**src/rtl/hybrid_adder_pkg.sv**
```systemverilog
// Shared types and helpers for the pipelined hybrid approximate adder/subtractor.
package hybrid_adder_pkg;

  localparam int ERR_CNT_W = 16;

  // Per-beat operation mode travelling with the operands.
  typedef struct packed {
    logic sub;
    logic exact;
  } mode_t;

  // The LOA predicts the carry out of the lower segment from its top bit pair only.
  function automatic logic loa_carry(input logic a_msb, input logic b_msb);
    return a_msb & b_msb;
  endfunction

endpackage

```
**src/rtl/pipelined_hybrid_addsub_loa_segment.sv**
```systemverilog
// Combinational NA-bit lower segment: exact ripple add or lower-part OR adder (LOA).
module loa_segment
  import hybrid_adder_pkg::*;
#(
  parameter int NA = 16
) (
  input  logic [NA-1:0] a,
  input  logic [NA-1:0] b,
  input  logic          cin,
  input  logic          exact,
  output logic [NA-1:0] lo,
  output logic          fn
);

  logic [NA:0] exact_sum;

  assign exact_sum = {1'b0, a} + {1'b0, b} + {{NA{1'b0}}, cin};

  // NOTE: every output gets a default first so no path through the block can infer a latch.
  always_comb begin
    lo = exact_sum[NA-1:0];
    fn = exact_sum[NA];
    if (!exact) begin
      // Approximate mode drops cin entirely; the carry is predicted, not propagated.
      lo = a | b;
      fn = loa_carry(a[NA-1], b[NA-1]);
    end
  end

endmodule

```
**src/rtl/pipelined_hybrid_addsub.sv**
```systemverilog
// Two-stage hybrid approximate adder/subtractor with valid/ready on both sides.
// Optional HYBRID_ERR_MONITOR_EN adds an exact shadow path and a saturating error counter.
module pipelined_hybrid_addsub
  import hybrid_adder_pkg::*;
#(
  parameter int N  = 32,
  parameter int NA = 16
) (
  input  logic         clk,
  input  logic         rst_n,
  input  logic         in_valid,
  output logic         in_ready,
  input  logic [N-1:0] in_a,
  input  logic [N-1:0] in_b,
  input  logic         in_sub,
  input  logic         in_exact,
  output logic         out_valid,
  input  logic         out_ready,
  output logic [N-1:0] out_sum,
  output logic         out_cout,
  output logic         out_ovf
`ifdef HYBRID_ERR_MONITOR_EN
  ,
  output logic [ERR_CNT_W-1:0] err_cnt,
  input  logic                 err_clr
`endif
);

  localparam int NH = N - NA;

  mode_t         mode;
  logic [N-1:0]  bx;
  logic [NA-1:0] lo_d;
  logic          fn_d;
  logic          s1_adv, s2_adv;

  logic          s1_valid_q, s2_valid_q;
  logic [NA-1:0] s1_lo_q;
  logic          s1_fn_q;
  logic [NH-1:0] s1_a_hi_q, s1_bx_hi_q;
  logic [N-1:0]  sum_q;
  logic          cout_q, ovf_q;

  logic [NH:0]   hi_sum;
  logic [N-1:0]  sum_d;
  logic          ovf_d;

  assign mode = '{sub: in_sub, exact: in_exact};
  assign bx   = mode.sub ? ~in_b : in_b;

  // Backpressure ripples combinationally from out_ready; there is no skid buffer.
  assign s2_adv   = !s2_valid_q || out_ready;
  assign s1_adv   = !s1_valid_q || s2_adv;
  assign in_ready = s1_adv;

  loa_segment #(.NA(NA)) u_loa (
    .a     (in_a[NA-1:0]),
    .b     (bx[NA-1:0]),
    .cin   (mode.sub),
    .exact (mode.exact),
    .lo    (lo_d),
    .fn    (fn_d)
  );

  // NOTE: sequential state uses non-blocking assignments so every register samples pre-edge values.
  always_ff @(posedge clk or negedge rst_n) begin
    if (!rst_n) begin
      s1_valid_q <= 1'b0;
      s1_lo_q    <= '0;
      s1_fn_q    <= 1'b0;
      s1_a_hi_q  <= '0;
      s1_bx_hi_q <= '0;
    end else if (s1_adv) begin
      s1_valid_q <= in_valid;
      if (in_valid) begin
        s1_lo_q    <= lo_d;
        s1_fn_q    <= fn_d;
        s1_a_hi_q  <= in_a[N-1:NA];
        s1_bx_hi_q <= bx[N-1:NA];
      end
    end
  end

  assign hi_sum = {1'b0, s1_a_hi_q} + {1'b0, s1_bx_hi_q} + {{NH{1'b0}}, s1_fn_q};
  assign sum_d  = {hi_sum[NH-1:0], s1_lo_q};
  assign ovf_d  = (s1_a_hi_q[NH-1] == s1_bx_hi_q[NH-1]) && (sum_d[N-1] != s1_a_hi_q[NH-1]);

  // NOTE: result registers are reset because the reset value of out_sum is observable.
  always_ff @(posedge clk or negedge rst_n) begin
    if (!rst_n) begin
      s2_valid_q <= 1'b0;
      sum_q      <= '0;
      cout_q     <= 1'b0;
      ovf_q      <= 1'b0;
    end else if (s2_adv) begin
      s2_valid_q <= s1_valid_q;
      if (s1_valid_q) begin
        sum_q  <= sum_d;
        cout_q <= hi_sum[NH];
        ovf_q  <= ovf_d;
      end
    end
  end

  assign out_valid = s2_valid_q;
  assign out_sum   = sum_q;
  assign out_cout  = cout_q;
  assign out_ovf   = ovf_q;

`ifdef HYBRID_ERR_MONITOR_EN
  logic [N-1:0]         ref_d, s1_ref_q, s2_ref_q;
  logic [ERR_CNT_W-1:0] err_cnt_q;

  assign ref_d = in_a + bx + {{(N-1){1'b0}}, in_sub};

  // Shadow result shares the stage enables so it stays aligned with its beat.
  always_ff @(posedge clk or negedge rst_n) begin
    if (!rst_n) begin
      s1_ref_q <= '0;
      s2_ref_q <= '0;
    end else begin
      if (s1_adv && in_valid) s1_ref_q <= ref_d;
      if (s2_adv && s1_valid_q) s2_ref_q <= s1_ref_q;
    end
  end

  always_ff @(posedge clk or negedge rst_n) begin
    if (!rst_n) begin
      err_cnt_q <= '0;
    end else if (err_clr) begin
      err_cnt_q <= '0;
    end else if (s2_valid_q && out_ready && (sum_q != s2_ref_q) && (err_cnt_q != '1)) begin
      err_cnt_q <= err_cnt_q + 1'b1;
    end
  end

  assign err_cnt = err_cnt_q;
`endif

endmodule

```
**config.mk**
```make
export PLATFORM = sky130hd
export DESIGN_NAME = pipelined_hybrid_addsub
export DESIGN_NICKNAME = d
export VERILOG_FILES = /design/src/rtl/hybrid_adder_pkg.sv /design/src/rtl/pipelined_hybrid_addsub_loa_segment.sv /design/src/rtl/pipelined_hybrid_addsub.sv
export SDC_FILE = /design/constraint.sdc
export NUM_CORES = 1
export LEC_CHECK = 0
export BUFFER_PORTS_ARGS = -buffer_cell sky130_fd_sc_hd__buf_2
export CORE_MARGIN = 3
export CORE_UTILIZATION = 35
export CTS_CLUSTER_SIZE = 10
export DETAILED_ROUTE_END_ITERATION = 6
export PLACE_DENSITY = 0.56
export REMOVE_ABC_BUFFERS = 1
export SYNTH_ARGS = -nofsm -noshare
export SYNTH_HDL_FRONTEND = slang
export SYNTH_SLANG_ARGS = --single-unit
```
**constraint.sdc**
```tcl
create_clock -name clk -period 2.9 [get_ports clk]
set_clock_uncertainty 0.15 [all_clocks]
set_input_delay 0.58 -clock clk [delete_from_list [all_inputs] [get_ports clk]]
set_output_delay 0.58 -clock clk [all_outputs]
set_load 0.01 [all_outputs]
```
# --- Word-level counts from Yosys, hierarchy flattened ---
# Index checks and enable logic that the tools add are counted.
totals:
  regBits: 85
  output_inout_bits: 36
  elab_cells: 28
op_classes:
  add_sub_neg: 4
  n_eq_ne: 2
  mux: 3
  bitwise_logic: 3
  reduce_logical: 7
ops:
  columns: ["operator", "n"]
  rows:
  - ["16-bit by 16-bit adder with 17-bit output", 2]
  - ["17-bit by 1-bit adder with 17-bit output", 2]
  - ["32-bit two-way mux", 1]
  - ["32-bit inverter", 1]
  - ["16-bit two-way mux", 1]
  - ["16-bit OR", 1]
  - ["2-bit AND reduction", 2]
  - ["1-bit logical NOT", 2]
  - ["1-bit logical OR", 2]
  - ["1-bit AND", 1]
  - ["1-bit == test", 1]
  - ["1-bit logical AND", 1]
  - ["1-bit two-way mux", 1]
  - ["1-bit inequality test", 1]

# --- Depth between registers and ports, before layout ---
depth:
  word_depth: 5
  ltp_mapped: 12
  ltp_nobuf: 10

# --- Cells and area by module ---
# A second synthesis with hierarchy kept.
unflattened:
  cells_unflattened: 609
  area_unflattened_um2: 5713.0
modules_own_cells:
  columns: ["module", "instances", "cells_each", "area_each_um2", "seq_area_each_um2"]
  rows:
  - ["pipelined_hybrid_addsub", 1, 407, 4300.4, 2127.0]
  - ["loa_segment", 1, 202, 1412.6, 0.0]

# --- Worst setup path after synthesis ---
# No wires, ideal clock.
synth_timing:
  path_type: "input -> register"
  startpoint: "input port in_sub"
  endpoint: "register s1_fn_q"
  setup_ps: 142
  t_arrival_ps: 2652
  required_ps: 2608
  path_slack_ps: -44
  cell_stages: 12
  path_buffers: 2
  cell_sequence: "buf_2 -> buf_2 -> xor2_1 -> inv_1 -> ha_1 -> nor2b_4 -> o31ai_4 -> a21oi_2 -> o41ai_4 -> nor2_1 -> o2111ai_1 -> a31oi_1"
synth_between:
  elab_chain_len: 4
  word_cells_on_any_way: 5
  cone_classes: "add/sub (2); mux (2); bitwise (1)"
synth_rtl:
  columns: ["element", "line_no", "rtl"]
  rows:
  - ["from (decl)", "pipelined_hybrid_addsub.sv:15", "input logic in_sub,"]
  - ["32-bit two-way mux", "pipelined_hybrid_addsub.sv:49", "assign bx = mode.sub ? ~in_b : in_b;"]
  - ["16-bit by 16-bit adder with 17-bit output", "pipelined_hybrid_addsub_loa_segment.sv:17", "assign exact_sum = {1'b0, a} + {1'b0, b} + {{NA{1'b0}}, cin};"]
  - ["17-bit by 1-bit adder with 17-bit output", "pipelined_hybrid_addsub_loa_segment.sv:17", null]
  - ["1-bit two-way mux (*)", "pipelined_hybrid_addsub_loa_segment.sv:23", "if (!exact) begin"]
  - ["to (signal assigned)", "pipelined_hybrid_addsub.sv:77", "s1_fn_q <= fn_d;"]
  - ["to (decl)", "pipelined_hybrid_addsub.sv:39", "logic s1_fn_q;"]
# Every way passes the cells marked *; elsewhere a longest branch is shown, timed or not.
# A chain may end at the register's enable or synchronous reset.

# --- Worst setup path in the final report ---
layout_timing:
  startpoint: "register s1_bx_hi_q[0]"
  endpoint: "register cout_q (netlist: out_cout)"
layout_between:
  elab_chain_len: 2
layout_rtl:
  columns: ["element", "line_no", "rtl"]
  rows:
  - ["from (decl)", "pipelined_hybrid_addsub.sv:40", "logic [NH-1:0] s1_a_hi_q, s1_bx_hi_q;"]
  - ["from (signal assigned)", "pipelined_hybrid_addsub.sv:79", "s1_bx_hi_q <= bx[N-1:NA];"]
  - ["16-bit by 16-bit adder with 17-bit output", "pipelined_hybrid_addsub.sv:84", "assign hi_sum = {1'b0, s1_a_hi_q} + {1'b0, s1_bx_hi_q} + {{NH{1'b0}}, s1_fn_q};"]
  - ["17-bit by 1-bit adder with 17-bit output", "pipelined_hybrid_addsub.sv:84", null]
  - ["to (signal assigned)", "pipelined_hybrid_addsub.sv:99", "cout_q <= hi_sum[NH];"]
  - ["to (decl)", "pipelined_hybrid_addsub.sv:42", "logic cout_q, ovf_q;"]
# Every way passes these cells.

==> metrics.md <==
| Metric | Value |
|---|---|
| DR pass1 iterations | 4 |
| DR WL/cell | 13.8 um |
| Chip width | between 100 and 150 um |
| Clock Latency Late Sink | 340 ps |
| Worst setup margin | around 120 ps |
| Post-route cell area | 0.00652 mm2 |
| Initial drt markers | 228 |
| Relative slew slack | 48.5% |
| Crit Path Category | reg -> reg |
| RR Endpoint | out_cout |
| Status | complete, no violations |
| Final setup vio count | 0 |
| Ant diodes | 0 |
| Sequential Area | 0.00213 mm2 |
| Gate Count Post-Synth | 578 |
| Final Util | 44.2% |
| Clk buf depth | 2 |
| CP bufs+invs | 0 |
| WHS | roughly 52 ps |
| Top-count cell post-synth | nand2_1 |
| Routability cong. | 0.865 |
| Global route total overflow | 0 |
| Area growth syn-to-layout | 22.1% |
| H-tree levels | 3 |
| Critical path fanouts, max | 3 |
| Pwr Density | 667 mW/mm2 |
| Final min period | 2780 ps |
| Multi-input gate area | 0.00300 mm2 |
| Post-DRT Antenna Nets | 0 |
| Dominant cells by area after synthesis | dfrtp_1, ha_1, nand2_1 |
| Post-synth EDFFs | 0 |
| Layout filler cell count | 1459 |
| Synthesized flop and latch total | 85 |
| Fraction of registers with async set or reset after synthesis | 100% |
| DRT Wirelength | ~12 mm |
| Share of the synthesized area in the top cell type | 39.8% |
| Critical path cell sequence | fa_2 -> fa_1 -> a211oi_2 -> o21bai_2 -> a21oi_2 -> a31oi_1 -> o211ai_1 -> a21boi_1 -> o41a_1 |
| PortBufs | 105 |
| Crit path from | s1_bx_hi_q[0] |
| Initial antenna violation count | 0 |
| CTS buffer count | 9 |
| Setup crit end kind | flip-flop |
| Cell depth of the worst setup path | 9 |
| Worst slew pin tran | 770 ps |
| Pre-CTS setup slack | -81.3 ps |
| CP max-delay cell | fa_2 |
| Post-route DRC | 0 |
| Max VDD drop | 0.000249 V |
| Sequential-to-total area share from yosys stat | 39.8% |
| I/O pin total | 106 |
| Vias/cell | 4.82 |
| Num Clock Sinks | 85 |
| Nets@finish | 817 |
| Max-cap viol count | 0 |
| GRT Total Usage | about 15% |
| YS warnings | 0 |
| Share of layout cells above drive strength 1 | 26.5% |
| Vias in the first global route | between 4000 and 5000 |
| Fmax | 0.359 GHz |
| Placeable core area | 0.0148 mm2 |
| Top cells by count, synth | nand2_1, dfrtp_1, ha_1 |
| CTS tree | built |
| Largest net degree at the start of global routing | 50 |
| Crit-path leading delay family | compound AO/OA/AOI/OAI gates |
| Synth cell types | 48 |
| Post-DP Area | roughly 0.0062 mm2 |
| Initial Util | around 36% |
| Setup crit end | out_cout |
| Via count | 4273 |
| Synth area leader | dfrtp_1 |
| DP Wirelength | 9.72 mm |
| Final Hold Viols | 0 |
| Clk pin slew, worst setup/hold paths | 70 ps |
| Tot Pwr | 0.00435 W |
| R2r worst-path depth | 9 |
| Worst R2R Setup Slack | 120 ps |
| CP Launch Type | flip-flop |
| Chip height | 130 um |
| Period Utilization, post-route | 96.0% |
| Mapped cell area | 0.00534 mm2 |
| Rows | 44 |
| Worst r2r src | s1_bx_hi_q[0] |
| Worst Hold Class | in -> async |
| WP data arrival | 2840 ps |
| First-pass GRT wire length | 20.6 mm |
| Leakage power | around 3.2 nW |
| Synth Flop Type | dfrtp_1 |
| Final Max Slew Viols | 0 |
| Unrepaired setup endpoints after global routing | false |
| CTS Hold Buffers Added | 0 |
| Die area | 0.0168 mm2 |
| Clock root buffer | clkbuf_16 |
| Worst path max stage delay | 440 ps |
| Setup repair bufs after CTS | 0 |
| Req. time, crit path | 2960 ps |
| Mean post-synth cell area | 9.24 um2 |
registers in the layout (all words and copies together), names as in the netlist:
name        count
out_sum        32
s1_lo_q        16
s1_valid_q      1
s1_a_hi_q      16
out_valid       1
s1_fn_q         1
s1_bx_hi_q     16
out_ovf         1
out_cout        1
metal layers:
metal	vias up	track usage [%]	wire length (um)
li1	2197	-	-
met1	1974	19.6	5580
met2	85	26.1	6000
met3	17	2.31	491
met4	0	5.26	198
met5	-	0	0
power by group:
part	switching, W	leakage (nW)	internal, W
Clock	0.000478	0.135	0.000608
Sequential	0.000168	1.02	0.00149
Combinational	0.000868	2.07	0.000743
Total	0.00151	3.22	0.00284
cell families (layout without fill, tap and decap cells):
group                    Yosys count  in the layout  synth area share, %
adder cells (fa/ha/maj)           49             49                 11.9
AO/OA/AOI/OAI                    143            143                 17.1
XOR/XNOR                          60             60                 9.84
flip-flops                        85             85                 39.8
buffers and inverters             60            185                 4.33
AND/OR/NAND/NOR                  159            159                 12.3
multiplexers                      22             22                 4.64
placed cells by master, fill, tap and decap left out, types with 19 or more instances in the layout:
cell	n
xnor2_1	32
dfrtp_1	85
buf_2	104
a21oi_1	31
inv_1	37
nand2_1	101
o21ai_1	25
xor2_1	28
o21ai_0	41
buf_4	27
mux2_2	19
ha_1	46
nor2_1	33
layout make-up:
type	instances	share of cell area [%]
Multi-Input combinational cell	433	46.0
Inverter	37	2.13
Timing Repair Buffer	132	11.4
Sequential cell	85	32.6
Clock buffer	10	3.66
Clock inverter	6	0.710
Tap cell	184	3.53
how the worst min path moves through the flow:
stage,start,end
4_1_cts,rst_n,out_sum[18]
3_3_place_gp,s1_lo_q[0],s1_lo_q[0]
6_report,rst_n,out_sum[18]
3_5_place_dp,out_sum[21],out_sum[21]
2_1_floorplan,rst_n,out_cout
5_1_grt,rst_n,out_sum[18]
stage by stage:
| step | instances | setup TNS (ps) |
|---|---|---|
| 2_1_floorplan | 555 | 0 |
| 3_3_place_gp | 871 | -11.9 |
| 3_5_place_dp | 871 | -260 |
| 4_1_cts | 887 | 0 |
| 5_1_grt | 887 | 0 |
| 6_report | 887 | 0 |
repair_timing:
action / 4_1_cts / 5_1_grt
setup endpoints to repair: 2 / 2
pin swaps: 0 / 2
resized for setup: 1 / 2
Power figures use the tool's default switching activity.
